### src/rtl/pcs_scrambler_if.sv
// Payload stream between the 64b/66b encoder, the scrambler and the gearbox.
// Names follow the scrambler's view: i_* flow into it, o_* flow out of it.
interface pcs_scrambler_if #(
  parameter int DATA_WIDTH = 32
);
  logic                  i_data_valid;
  logic [DATA_WIDTH-1:0] i_data;
  logic                  o_data_valid;
  logic [DATA_WIDTH-1:0] o_data;

  modport master (
    output i_data_valid,
    output i_data,
    input  o_data_valid,
    input  o_data
  );

  modport slave (
    input  i_data_valid,
    input  i_data,
    output o_data_valid,
    output o_data
  );
endinterface

### src/rtl/pcs_scrambler.sv
// 10GBASE-R payload scrambler, x^58 + x^39 + 1, DATA_WIDTH bits per valid beat, 1-cycle latency.
// Build macro SCRAMBLER_SELF_SYNC_EN selects the self-synchronous Clause 49 form; default is additive.
module pcs_scrambler #(
  parameter int DATA_WIDTH       = 32,
  parameter bit SCRAMBLER_BYPASS = 1'b0
) (
  input  logic                   i_clk,
  input  logic                   i_reset_n,
  pcs_scrambler_if.slave         if_s
);

  localparam logic [57:0] SEED = {58{1'b1}};

  generate
    if (DATA_WIDTH != 32 && DATA_WIDTH != 64) begin : g_bad_width
      $error("pcs_scrambler: DATA_WIDTH must be 32 or 64");
    end
  endgenerate

  logic [57:0]           r_lfsr;
  logic [DATA_WIDTH-1:0] r_data;
  logic                  r_valid;

  logic [57:0]           w_lfsr_nxt;
  logic [DATA_WIDTH-1:0] w_scr;

  // Serial recurrence unrolled across the beat; bit 0 is the first bit on the line.
  always_comb begin
    logic [57:0] v_s;
    logic        v_o;
    v_s   = r_lfsr;
    w_scr = '0;
    for (int i = 0; i < DATA_WIDTH; i++) begin
`ifdef SCRAMBLER_SELF_SYNC_EN
      v_o      = if_s.i_data[i] ^ v_s[38] ^ v_s[57];
      w_scr[i] = v_o;
      v_s      = {v_s[56:0], v_o};
`else
      v_o      = if_s.i_data[i] ^ v_s[57];
      w_scr[i] = v_o;
      v_s      = {v_s[56:0], v_s[57] ^ v_s[38]};
`endif
    end
    w_lfsr_nxt = v_s;
  end

  always_ff @(posedge i_clk or negedge i_reset_n) begin
    if (!i_reset_n) begin
      r_lfsr  <= SEED;
      r_data  <= '0;
      r_valid <= 1'b0;
    end else begin
      r_valid <= if_s.i_data_valid;
      if (if_s.i_data_valid) begin
        if (SCRAMBLER_BYPASS) begin
          r_data <= if_s.i_data;
          r_lfsr <= SEED;
        end else begin
          r_data <= w_scr;
          r_lfsr <= w_lfsr_nxt;
        end
      end
    end
  end

  assign if_s.o_data       = r_data;
  assign if_s.o_data_valid = r_valid;

endmodule

### src/flat_wrapper.sv
// flat-port wrapper written by rule: the top's interface ports become plain ports
module pcs_scrambler_flat 
#(
  parameter int DATA_WIDTH       = 32,
  parameter bit SCRAMBLER_BYPASS = 1'b0
)
  (i_clk, i_reset_n, if_s_i_data_valid, if_s_i_data, if_s_o_data_valid, if_s_o_data);
  pcs_scrambler_if #(.DATA_WIDTH(DATA_WIDTH)) if_s_i ();
  input  logic i_clk;
  input  logic i_reset_n;
  input wire logic [$bits(if_s_i.i_data_valid)-1:0] if_s_i_data_valid;
  input wire logic [$bits(if_s_i.i_data)-1:0] if_s_i_data;
  output wire logic [$bits(if_s_i.o_data_valid)-1:0] if_s_o_data_valid;
  output wire logic [$bits(if_s_i.o_data)-1:0] if_s_o_data;
  assign if_s_i.i_data_valid = if_s_i_data_valid;
  assign if_s_i.i_data = if_s_i_data;
  assign if_s_o_data_valid = if_s_i.o_data_valid;
  assign if_s_o_data = if_s_i.o_data;
  pcs_scrambler #(.DATA_WIDTH(DATA_WIDTH), .SCRAMBLER_BYPASS(SCRAMBLER_BYPASS)) u_core (.i_clk(i_clk), .i_reset_n(i_reset_n), .if_s(if_s_i));
endmodule
### config.mk
export PLATFORM = sky130hd
export DESIGN_NAME = pcs_scrambler_flat
export DESIGN_NICKNAME = d
export VERILOG_FILES = /design/src/rtl/pcs_scrambler_if.sv /design/src/rtl/pcs_scrambler.sv /design/src/flat_wrapper.sv
export SDC_FILE = /design/constraint.sdc
export NUM_CORES = 1
export LEC_CHECK = 0
export ABC_AREA = 1
export BUFFER_PORTS_ARGS = -buffer_cell sky130_fd_sc_hd__clkbuf_2
export CORE_MARGIN = 8
export CORE_UTILIZATION = 50
export CTS_CLUSTER_SIZE = 24
export DETAILED_ROUTE_END_ITERATION = 10
export PLACE_DENSITY = 0.76
export RECOVER_POWER = 100
export SLEW_MARGIN = 10
export SYNTH_ARGS = -nofsm -noshare
export SYNTH_HDL_FRONTEND = slang
export SYNTH_SLANG_ARGS = --single-unit
export TNS_END_PERCENT = 100
### constraint.sdc
create_clock -name i_clk -period 1.8 [get_ports i_clk]
set_input_delay 0.09 -clock i_clk [delete_from_list [all_inputs] [get_ports i_clk]]
set_output_delay 0.09 -clock i_clk [all_outputs]
set_load 0.1 [all_outputs]
==> flow_summary.yaml <==
power_and_ir_drop:
  power.leakage_nw: 2.73
  p_per_area_mw_per_mm2: 1590
  total_power_mw: 7.84
  peakVddDrop_mv: 0.842
yosys:
  syn_nets: 601
  syn_area_per_cell_um2: 7.61
  yosysSeqAreaShare: 0.546
  synthCells: 566
  yosysWarnings: 0
  synth_seq_cells: 91
  netlist_area_mm2: 0.00431
  ys_types: 11
placement:
  portBuffers: 67
  hpwlAfterDp_um: 5770
  placedInstanceArea_mm2: 0.00470
  gp_congestion: 0.752
routing:
  firstDrtPassIters: 4
  drtIter0Drc: 131
  wl_per_cell_um: 11.6
  via_per_inst: 4.77
  routed_wl_um: 8650
  drcViolationCount: 0
  antenna_left: 0
  vias: 3546
cts:
  clockBufferDepth: 2
  path_clk_slew_ns: 0.09
  clock-root-buffer: "clkbuf_8"
  numClockSinks: 91
  h-tree-depth: 3
  postCtsHoldBufs: 3
  post_cts_buffers: 0
  post_cts_resized: 0
  numCtsBuffers: 9
  cts_tree: "yes"
  clk_latency_ns: 0.35
critical_path:
  r2r_cells: 4
  endpoint_kind: "async pin"
  cp.arrival_ns: 1.80
  required_ns: 2.25
  critPathLaunchType: "input port"
  critical_path_peak_fanout: 35
  critPathKind: "input port to async pin"
sta:
  fmax_mhz: 739
  fin_skew_ns: 0.0113
  tns_ns: 0
  fin_crit_sh: 0.752
  hold_slack_ns: 0.0114
  tightest_slew_ns: 1.11
  finalMaxSlewViolations: 0
  fin_crit_ns: 1.35
  finalHoldViolCount: 0
  slew_headroom: 0.259
  rsz0062_at_grt: "no"
  finalSetupViolations: 0
global_route:
  antenna_found_initial: 0
  grt_usage: 0.155
  grt_pass1_wl_um: 15100
  grt_max_degree: 118
  grt.overflow.total: 0
  grt_pass1_vias: 3486
cells_and_area:
  multi_input_area_mm2: 0.00151
  regArea_mm2: 0.00235
  stdcell_area_mm2: 0.00493
  diodes: 0
  area_growth_pct: 14.6
  fill_cells: 779
  nNetsFinal: 666
  drive_above_1_share: 0.226
  post-route-util: 0.577
floorplanning:
  die_area_mm2: 0.0118
  pin_count: 68
  die_x_um: 109
  initial_core_util: 0.504
  fp.coreArea_mm2: 0.00855
  die_y_um: 109
  num_rows: 34
hold_path:
  hold_class: "input port to flip-flop"
  holdPathStages: 4
job:
  maxCapViolCount: 0
outcome:
  outcome: "complete, no violations"
==> through the flow <==
stage          std cells  setup slack (ns)
2_1_floorplan        566             0.644
3_3_place_gp         725             0.820
3_5_place_dp         725             0.782
4_1_cts              744             0.478
5_1_grt              744             0.261
6_report             744             0.447
==> worst max-delay path, cell delays in order <==
cell           delay (ns)
dlygate4sd3_1        0.52
clkbuf_2             0.67
clkbuf_2             0.50
==> logic make-up after synthesis <==
logic type / count (synthesis) / share of synthesized area
compound gates: 26 / 0.0302
flops: 91 / 0.546
simple gates: 346 / 0.320
buf+inv: 103 / 0.104
==> cell usage after synthesis, drive strengths merged <==
master  instances  share of area
nand2         282           0.25
inv            84          0.074
nand3          64          0.074
dfstp          58           0.35
dfrtp          33           0.19
o21ai          26          0.030
buf            17          0.028
clkbuf          2         0.0023
==> cells in the final DEF (no fill, tap or decap), types with 2 or more instances in the layout <==
| master | count |
|---|---|
| nand2_1 | 282 |
| inv_1 | 83 |
| clkbuf_2 | 67 |
| nand3_1 | 64 |
| dfstp_2 | 58 |
| dfrtp_1 | 33 |
| o21ai_0 | 26 |
| clkbuf_8 | 11 |
| clkinv_2 | 3 |
| dlygate4sd3_1 | 3 |
| bufinv_16 | 2 |
==> cell type report <==
class / count / area share
sequential: 91 / 0.476
multi-input combinational: 372 / 0.306
timing repair buffer: 73 / 0.0804
inverter: 84 / 0.0644
clock buffer: 11 / 0.0307
tap: 108 / 0.0274
clock inverter: 5 / 0.0152
==> path summary, 6_finish.rpt <==
check	start	end	slack, ns
max	i_reset_n	u_core.r_lfsr[53]	0.45
min	if_s_i_data[0]	u_core.if_s.o_data[0]	0.01
max reg2reg	u_core.r_lfsr[37]	u_core.r_lfsr[11]	0.83
min reg2reg	u_core.r_lfsr[3]	u_core.r_lfsr[3]	0.47
max in group i_clk	u_core.if_s.o_data[15]	if_s_o_data[15]	0.51
min in group asynchronous	i_reset_n	u_core.if_s.o_data[20]	0.38
==> power breakdown <==
group	total, mW	switching (mW)	internal (mW)
Clock	1.56	0.710	0.852
Sequential	3.52	0.520	3.00
Combinational	2.75	2.12	0.627
Total	7.84	3.35	4.48
==> registers in the layout, indices dropped and copies added, names as in the netlist <==
name	cells
u_core.if_s.o_data	32
u_core.if_s.o_data_valid	1
u_core.r_lfsr	58
==> layer usage <==
layer,wire length [um],global-route usage
met1,4070,0.193
met4,140,0.0547
met5,0,0
met3,342,0.0296
met2,4090,0.263
(Power assumes the default switching activity.)
